===== src/rtl/measure_pkg.sv =====
// Shared types for the measurement channel scheduler: counter widths, FSM states
// and the per-channel result record.
package measure_pkg;

    localparam int PERIOD_W = 26;
    localparam int HIGH_W   = 20;
    localparam int CH_MAX_W = 4;

    typedef enum logic [2:0] {
        IDLE,
        SETTLE,
        ARM,
        MEASURE,
        LATCH,
        ABORT,
        REPORT,
        NEXT
    } state_t;

    typedef struct packed {
        logic [CH_MAX_W-1:0] ch;
        logic [PERIOD_W-1:0] period;
        logic [HIGH_W-1:0]   high;
        logic [PERIOD_W-1:0] low;
        logic                timeout;
    } result_t;

    // Low time floors at zero so a glitchy engine reading never wraps.
    function automatic logic [PERIOD_W-1:0] calc_low(input logic [PERIOD_W-1:0] period,
                                                     input logic [HIGH_W-1:0]   high);
        logic [PERIOD_W-1:0] high_ext;
        high_ext = PERIOD_W'(high);
        return (high_ext > period) ? '0 : (period - high_ext);
    endfunction

endpackage


===== src/rtl/measure_channel_scheduler_if.sv =====
// Link between the channel scheduler (master) and the single measurement engine (slave).
interface measure_channel_scheduler_if #(
    parameter int NUM_CH = 4
);
    import measure_pkg::*;

    localparam int CH_W = $clog2(NUM_CH);

    logic [CH_W-1:0]     meas_sel;
    logic                meas_enable;
    logic                meas_rst_n;
    logic                meas_busy;
    logic                meas_finish;
    logic [PERIOD_W-1:0] meas_period;
    logic [HIGH_W-1:0]   meas_high;

    modport master (
        output meas_sel, meas_enable, meas_rst_n,
        input  meas_busy, meas_finish, meas_period, meas_high
    );

    modport slave (
        input  meas_sel, meas_enable, meas_rst_n,
        output meas_busy, meas_finish, meas_period, meas_high
    );

endinterface


===== src/rtl/meas_next_ch.sv =====
// Finds the lowest set mask bit at or above (inclusive=1) or strictly above
// (inclusive=0) a given channel index.
module meas_next_ch
    import measure_pkg::*;
#(
    parameter  int NUM_CH = 4,
    localparam int CH_W   = $clog2(NUM_CH)
) (
    input  logic [NUM_CH-1:0] mask,
    input  logic [CH_W-1:0]   from,
    input  logic              inclusive,
    output logic [CH_W-1:0]   ch,
    output logic              found
);

    // Scanning downward leaves the lowest qualifying index as the final winner.
    always_comb begin
        ch    = '0;
        found = 1'b0;
        for (int i = NUM_CH - 1; i >= 0; i--) begin
            if (mask[i] && (inclusive ? (i >= int'(from)) : (i > int'(from)))) begin
                ch    = CH_W'(i);
                found = 1'b1;
            end
        end
    end

endmodule


===== src/rtl/measure_channel_scheduler.sv =====
// Time-shares one period/duty measurement engine across NUM_CH inputs, sweeping the
// enabled channels and recovering the engine by pulsing its reset when a channel is dead.
module measure_channel_scheduler
    import measure_pkg::*;
#(
    parameter  int          NUM_CH         = 4,
    parameter  int unsigned SETTLE_CYCLES  = 4,
    parameter  int unsigned TIMEOUT_CYCLES = 50_000_000,
    parameter  int unsigned ABORT_CYCLES   = 2,
    localparam int          CH_W           = $clog2(NUM_CH)
) (
    input  logic                clk,
    input  logic                rst_n,
    input  logic                start,
    input  logic                continuous,
    input  logic [NUM_CH-1:0]   ch_mask,
    measure_channel_scheduler_if.master meas,
    output logic                sched_busy,
    output logic                sweep_done,
    output logic                res_valid,
    output logic [CH_W-1:0]     res_ch,
    output logic [PERIOD_W-1:0] res_period,
    output logic [HIGH_W-1:0]   res_high,
    output logic [PERIOD_W-1:0] res_low,
    output logic                res_timeout,
    output logic [NUM_CH-1:0]   ch_timeout
);

    state_t              state;
    state_t              state_next;
    logic [NUM_CH-1:0]   mask_q;
    logic [CH_W-1:0]     sel_q;
    logic [31:0]         step_cnt;
    logic [31:0]         tmo_cnt;
    result_t             res_q;
    logic [CH_W-1:0]     first_ch;
    logic [CH_W-1:0]     next_ch;
    logic                first_found;
    logic                next_found;
    logic                unused_bits;

    meas_next_ch #(.NUM_CH(NUM_CH)) u_first (
        .mask      (ch_mask),
        .from      ({CH_W{1'b0}}),
        .inclusive (1'b1),
        .ch        (first_ch),
        .found     (first_found)
    );

    meas_next_ch #(.NUM_CH(NUM_CH)) u_next (
        .mask      (mask_q),
        .from      (sel_q),
        .inclusive (1'b0),
        .ch        (next_ch),
        .found     (next_found)
    );

    always_ff @(posedge clk or negedge rst_n) begin
        if (!rst_n) state <= IDLE;
        else        state <= state_next;
    end

    // Finish wins over the timeout compare when both land in the same cycle.
    always_comb begin
        state_next = state;
        case (state)
            IDLE:    if (start && first_found) state_next = SETTLE;
            SETTLE:  if (step_cnt == SETTLE_CYCLES - 1) state_next = ARM;
            ARM:     state_next = MEASURE;
            MEASURE: begin
                if (meas.meas_finish)                    state_next = LATCH;
                else if (tmo_cnt == TIMEOUT_CYCLES - 1)  state_next = ABORT;
            end
            LATCH:   state_next = REPORT;
            ABORT:   if (step_cnt == ABORT_CYCLES - 1) state_next = REPORT;
            REPORT:  state_next = NEXT;
            NEXT: begin
                if (next_found)                     state_next = SETTLE;
                else if (continuous && first_found) state_next = SETTLE;
                else                                state_next = IDLE;
            end
            default: state_next = IDLE;
        endcase
    end

    always_ff @(posedge clk or negedge rst_n) begin
        if (!rst_n) begin
            mask_q     <= '0;
            sel_q      <= '0;
            step_cnt   <= '0;
            tmo_cnt    <= '0;
            res_q      <= '0;
            res_valid  <= 1'b0;
            sweep_done <= 1'b0;
            sched_busy <= 1'b0;
            ch_timeout <= '0;
        end else begin
            res_valid  <= 1'b0;
            sweep_done <= 1'b0;

            if (state_next != state)
                step_cnt <= '0;
            else if (state == SETTLE || state == ABORT)
                step_cnt <= step_cnt + 32'd1;

            if (state == ARM)
                tmo_cnt <= '0;
            else if (state == MEASURE)
                tmo_cnt <= tmo_cnt + 32'd1;

            case (state)
                IDLE: begin
                    if (start) begin
                        mask_q     <= ch_mask;
                        ch_timeout <= '0;
                        sched_busy <= 1'b1;
                        if (first_found) sel_q      <= first_ch;
                        else             sweep_done <= 1'b1;
                    end else begin
                        sched_busy <= 1'b0;
                    end
                end
                LATCH: begin
                    res_q.ch      <= CH_MAX_W'(sel_q);
                    res_q.period  <= meas.meas_period;
                    res_q.high    <= meas.meas_high;
                    res_q.low     <= calc_low(meas.meas_period, meas.meas_high);
                    res_q.timeout <= 1'b0;
                end
                ABORT: begin
                    res_q.ch          <= CH_MAX_W'(sel_q);
                    res_q.period      <= '0;
                    res_q.high        <= '0;
                    res_q.low         <= '0;
                    res_q.timeout     <= 1'b1;
                    ch_timeout[sel_q] <= 1'b1;
                end
                REPORT: res_valid <= 1'b1;
                NEXT: begin
                    if (next_found) begin
                        sel_q <= next_ch;
                    end else begin
                        sweep_done <= 1'b1;
                        if (continuous && first_found) begin
                            mask_q     <= ch_mask;
                            ch_timeout <= '0;
                            sel_q      <= first_ch;
                        end else begin
                            sched_busy <= 1'b0;
                        end
                    end
                end
                default: ;
            endcase
        end
    end

    // The integrating top ANDs meas_rst_n with rst_n; here it only reflects the abort window.
    assign meas.meas_sel    = sel_q;
    assign meas.meas_enable = (state == ARM);
    assign meas.meas_rst_n  = (state != ABORT);

    assign res_ch      = res_q.ch[CH_W-1:0];
    assign res_period  = res_q.period;
    assign res_high    = res_q.high;
    assign res_low     = res_q.low;
    assign res_timeout = res_q.timeout;

    // Completion is judged by finish or timeout only; engine busy is informational.
    assign unused_bits = ^{meas.meas_busy, res_q.ch};

endmodule


===== src/flat_wrapper.sv =====
// flat-port wrapper written by rule: the top's interface ports become plain ports
module measure_channel_scheduler_flat import measure_pkg::*;
#(
    parameter  int          NUM_CH         = 4,
    parameter  int unsigned SETTLE_CYCLES  = 4,
    parameter  int unsigned TIMEOUT_CYCLES = 50_000_000,
    parameter  int unsigned ABORT_CYCLES   = 2,
    localparam int          CH_W           = $clog2(NUM_CH)
)
  (clk, rst_n, start, continuous, ch_mask, sched_busy, sweep_done, res_valid, res_ch, res_period, res_high, res_low, res_timeout, ch_timeout, meas_meas_sel, meas_meas_enable, meas_meas_rst_n, meas_meas_busy, meas_meas_finish, meas_meas_period, meas_meas_high);
  measure_channel_scheduler_if #(.NUM_CH(NUM_CH)) meas_i ();
  input  logic clk;
  input  logic rst_n;
  input  logic start;
  input  logic continuous;
  input  logic [NUM_CH-1:0] ch_mask;
  output logic sched_busy;
  output logic sweep_done;
  output logic res_valid;
  output logic [CH_W-1:0] res_ch;
  output logic [PERIOD_W-1:0] res_period;
  output logic [HIGH_W-1:0] res_high;
  output logic [PERIOD_W-1:0] res_low;
  output logic res_timeout;
  output logic [NUM_CH-1:0] ch_timeout;
  output wire logic [$bits(meas_i.meas_sel)-1:0] meas_meas_sel;
  output wire logic [$bits(meas_i.meas_enable)-1:0] meas_meas_enable;
  output wire logic [$bits(meas_i.meas_rst_n)-1:0] meas_meas_rst_n;
  input wire logic [$bits(meas_i.meas_busy)-1:0] meas_meas_busy;
  input wire logic [$bits(meas_i.meas_finish)-1:0] meas_meas_finish;
  input wire logic [$bits(meas_i.meas_period)-1:0] meas_meas_period;
  input wire logic [$bits(meas_i.meas_high)-1:0] meas_meas_high;
  assign meas_meas_sel = meas_i.meas_sel;
  assign meas_meas_enable = meas_i.meas_enable;
  assign meas_meas_rst_n = meas_i.meas_rst_n;
  assign meas_i.meas_busy = meas_meas_busy;
  assign meas_i.meas_finish = meas_meas_finish;
  assign meas_i.meas_period = meas_meas_period;
  assign meas_i.meas_high = meas_meas_high;
  measure_channel_scheduler #(.NUM_CH(NUM_CH), .SETTLE_CYCLES(SETTLE_CYCLES), .TIMEOUT_CYCLES(TIMEOUT_CYCLES), .ABORT_CYCLES(ABORT_CYCLES)) u_core (.clk(clk), .rst_n(rst_n), .start(start), .continuous(continuous), .ch_mask(ch_mask), .meas(meas_i), .sched_busy(sched_busy), .sweep_done(sweep_done), .res_valid(res_valid), .res_ch(res_ch), .res_period(res_period), .res_high(res_high), .res_low(res_low), .res_timeout(res_timeout), .ch_timeout(ch_timeout));
endmodule

===== config.mk =====
export PLATFORM = sky130hd
export DESIGN_NAME = measure_channel_scheduler_flat
export DESIGN_NICKNAME = d
export VERILOG_FILES = /design/src/rtl/measure_pkg.sv /design/src/rtl/measure_channel_scheduler_if.sv /design/src/rtl/meas_next_ch.sv /design/src/rtl/measure_channel_scheduler.sv /design/src/flat_wrapper.sv
export SDC_FILE = /design/constraint.sdc
export NUM_CORES = 1
export LEC_CHECK = 0
export BUFFER_PORTS_ARGS = -buffer_cell sky130_fd_sc_hd__buf_4
export CELL_PAD_IN_SITES_DETAIL_PLACEMENT = 0
export CELL_PAD_IN_SITES_GLOBAL_PLACEMENT = 1
export CORE_ASPECT_RATIO = 0.7
export CORE_MARGIN = 2
export CORE_UTILIZATION = 43
export CTS_CLUSTER_DIAMETER = 150
export CTS_CLUSTER_SIZE = 25
export DETAILED_ROUTE_END_ITERATION = 8
export GPL_ROUTABILITY_DRIVEN = 1
export HOLD_SLACK_MARGIN = 0.06
export PLACE_DENSITY = 0.83
export SLEW_MARGIN = 20
export SYNTH_ARGS = -nofsm -noshare
export SYNTH_HDL_FRONTEND = slang
export SYNTH_SLANG_ARGS = --single-unit

===== constraint.sdc =====
create_clock -name clk -period 2.8 [get_ports clk]
set_clock_uncertainty 0.2 [all_clocks]
set_input_delay 0.42 -clock clk [delete_from_list [all_inputs] [get_ports clk]]
set_output_delay 0.42 -clock clk [all_outputs]
set_load 0.02 [all_outputs]

==> out/summary.json <==
{
  "mostFrequentLayoutCells": "sky130_fd_sc_hd__buf_4 (210), sky130_fd_sc_hd__dfrtp_1 (153), sky130_fd_sc_hd__nand2_1 (134), sky130_fd_sc_hd__nor2_1 (82), sky130_fd_sc_hd__o21ai_0 (53)",
  "grt_first_pass_wirelength_um": 35500,
  "horizontal_die_dimension_um": 168,
  "ir_drop_uv": 619,
  "nNetsFinal": 1167,
  "netlist.area_leader.share": 0.474,
  "finalWirelength_um": 21700,
  "grt.overflow.total": 0,
  "drt_iter0_drc": 466,
  "floorplan.die_area_um2": 20000,
  "route.vias.total": 7111,
  "routed_via_density": 5.30,
  "fin_crit_ns": 2.81,
  "cell_chosen_for_the_clock_root": "sky130_fd_sc_hd__clkbuf_16",
  "areaGrowthSynthToFinish_pct": 33.5,
  "status": "finished with violations",
  "worst_skew_pair_later_pin_latency_ns": 0.43,
  "antenna_found_initial": 0,
  "setup_repair_after_global_routing_missed_its_margin": "true",
  "max-cap-violations": 0,
  "worstMarginPinSlew_ns": 0.610,
  "coreArea_um2": 18700,
  "worst_setup_path_endpoint": "u_core.res_low[15]",
  "h-tree-depth": 4,
  "relSlewSlack": 0.593,
  "hpwlAfterDp_um": 15700,
  "mostFrequentLayoutCell": "sky130_fd_sc_hd__buf_4",
  "powerDensity_nw_per_um2": 893,
  "path_class": "in2reg",
  "synth_cells": 870,
  "max-clock-path-buffers": 2,
  "yosys_warnings": 0,
  "fill_cells": 1644,
  "final_hold_viol_count": 0,
  "synth_fp_nets": 950,
  "cp_max_fo": 5,
  "seqCellArea_um2": 3850,
  "boundaryPins": 142,
  "numPortBuffers": 140,
  "crit_arrival_ns": 2.92,
  "wl_per_cell_um": 16.1,
  "crit-reg2reg-capture": "u_core.step_cnt[1]",
  "grt_start_max_net_pins": 62,
  "multi_input_comb_area_um2": 4070,
  "num_rows": 42,
  "cell_area_synth_um2": 8120,
  "finalSetupViolCount": 7,
  "grt_pass1_vias": 6719,
  "final_core_utilization": 0.580,
  "cts.sink_count": 154,
  "antenna_diode_count": 0,
  "failed_checks": "negative setup slack",
  "setup.worst_path.start_class": "input port",
  "post-route-period-util": 1.00,
  "postSynth.topFlopCell": "sky130_fd_sc_hd__dfrtp_1",
  "fp.dieH_um": 119,
  "min_path_type": "in2reg",
  "synthesis.area_per_instance_um2": 9.34,
  "achievable-frequency_mhz": 356,
  "postSynthRegisterBits": 154,
  "drc": 0,
  "cts_tree": "built",
  "critical_path.reg2reg.startpoint": "u_core.tmo_cnt[11]",
  "firstDrtPassIters": 5,
  "post_route_cells_drive_above_1_share": 0.262,
  "numCtsBuffers": 17,
  "cellLeakagePower_nw": 5.21,
  "reg2reg_setup_slack_ns": 0.15,
  "layout_setup_ws_ns": -0.00970,
  "clk_transition_reported_paths_ns": 0.06,
  "critPathLaunch": "meas_meas_period[0]",
  "timing.critical_path.required_ns": 2.91,
  "seq_area_frac_synth": 0.474,
  "end_kind": "flip-flop",
  "timing.final.max_slew_violations": 0,
  "count_of_cell_types_in_the_netlist": 70,
  "most_area_hungry_cell_type_in_the_yosys_netlist": "sky130_fd_sc_hd__dfrtp_1",
  "place_congestion": 0.820,
  "synth_edf_count": 0,
  "postSynth.asyncResetShare": 1.00,
  "worstRegToRegCells": 7,
  "final_antenna_net_count": 0,
  "initial_utilization": 0.434,
  "synth_area_leaders": "sky130_fd_sc_hd__dfrtp_1 (47%), sky130_fd_sc_hd__nand2_1 (6.2%), sky130_fd_sc_hd__xor2_1 (4.2%)",
  "grt_util_all_layers": 0.222,
  "whs_ns": 0.0757
}
## per-layer routing
layer,share of wire,GRT usage
met5,0,0
met4,0.011,0.0560
met3,0.051,0.0475
met2,0.40,0.300
met1,0.54,0.357
## worst min-delay path by stage
stage | start | to | cells past startpoint | slack (ns)
3_5_place_dp | rst_n | u_core.res_period[0] | 1 | 0.24
6_report | meas_meas_period[14] | u_core.res_period[14] | 3 | 0.08
5_1_grt | meas_meas_high[9] | u_core.res_high[9] | 3 | 0.07
4_1_cts | meas_meas_period[9] | u_core.res_period[9] | 3 | 0.06
3_3_place_gp | rst_n | u_core.res_period[0] | 1 | 0.25
2_1_floorplan | rst_n | u_core.ch_timeout[0] | 0 | -0.08
## kinds of logic (layout without fill, tap and decap cells)
| kind of cell | count (synthesis) | count (layout) | synth area share |
|---|---|---|---|
| and+or+nand+nor | 375 | 375 | 0.221 |
| AOI/OAI and AO/OA | 185 | 185 | 0.159 |
| DFF | 154 | 154 | 0.474 |
| xor gates and xnor gates | 62 | 62 | 0.0668 |
| buffers and inverters | 62 | 292 | 0.0313 |
| adders and majority gates | 24 | 24 | 0.0379 |
| muxes | 8 | 8 | 0.0103 |
## sequential cells by signal, summed over array words and instances (netlist names)
register              flops
u_core.res_timeout        1
u_core.mask_q             3
u_core.res_high          20
u_core.tmo_cnt           32
u_core.step_cnt          32
u_core.res_valid          1
u_core.res_period        26
u_core.ch_timeout         4
u_core.state              3
u_core.sweep_done         1
u_core.res_ch             2
u_core.res_low           26
u_core.meas.meas_sel      2
u_core.sched_busy         1
## cell usage after synthesis, types with 24 or more instances
cell type	instances
sky130_fd_sc_hd__a21oi_1	24
sky130_fd_sc_hd__xor2_1	39
sky130_fd_sc_hd__nand2_1	134
sky130_fd_sc_hd__inv_1	29
sky130_fd_sc_hd__dfrtp_1	154
sky130_fd_sc_hd__nor2_1	82
sky130_fd_sc_hd__clkbuf_1	28
sky130_fd_sc_hd__nand2b_1	30
sky130_fd_sc_hd__nand3_1	25
sky130_fd_sc_hd__o21ai_0	61
sky130_fd_sc_hd__o31ai_1	25
## stage by stage
stage / TNS, ns / area (µm²) / total power, W / setup WS, ns / std cells
5_1_grt: -0.625 / 10800 / 0.0103 / -0.0612 / 1342
3_5_place_dp: -9.65 / 9980 / 0.00716 / -0.466 / 1293
4_1_cts: 0 / 10700 / 0.00969 / 0.0130 / 1337
2_1_floorplan: -2.86 / 8150 / 0.00545 / -0.201 / 870
6_report: -0.0533 / 10800 / 0.00968 / -0.00970 / 1342
3_3_place_gp: -8.75 / 9980 / 0.00711 / -0.415 / 1293
## critical path, stage by stage
cell and delay (ns):
sky130_fd_sc_hd__buf_8 0.11, sky130_fd_sc_hd__inv_12 0.04, sky130_fd_sc_hd__ha_4 0.12, sky130_fd_sc_hd__inv_2 0.03
sky130_fd_sc_hd__fa_2 0.37, sky130_fd_sc_hd__a211oi_4 0.28, sky130_fd_sc_hd__o21ai_2 0.12, sky130_fd_sc_hd__a311oi_4 0.38
sky130_fd_sc_hd__o21ai_4 0.10, sky130_fd_sc_hd__a221o_2 0.39, sky130_fd_sc_hd__o21ai_4 0.28, sky130_fd_sc_hd__clkbuf_16 0.22
sky130_fd_sc_hd__o21ai_2 0.05
## power by group
| group | internal [W] | switching [W] | total [W] | leakage [nW] |
|---|---|---|---|---|
| clock network | 0.00154 | 0.000937 | 0.00248 | 0.301 |
| logic | 0.00165 | 0.00231 | 0.00396 | 2.84 |
| registers | 0.00283 | 0.000409 | 0.00324 | 2.08 |
| total | 0.00603 | 0.00365 | 0.00968 | 5.21 |
## layout make-up
type,count,area share
multi-input combinational,654,0.375
sequential,154,0.356
timing repair buffer,231,0.172
clock buffer,22,0.0428
tap,242,0.0279
clock inverter,10,0.0153
inverter,29,0.0112
## timing repair
action / in CTS / in global routing
setup buffers: 0 / 2
endpoints found under the setup margin: 8 / 19
pin swaps: 1 / 10
gates cloned: 0 / 3
hold buffers: 12 / 0
gates resized for setup: 0 / 16
hold endpoints to repair: 68 / 0
(Power assumes the default switching activity.)
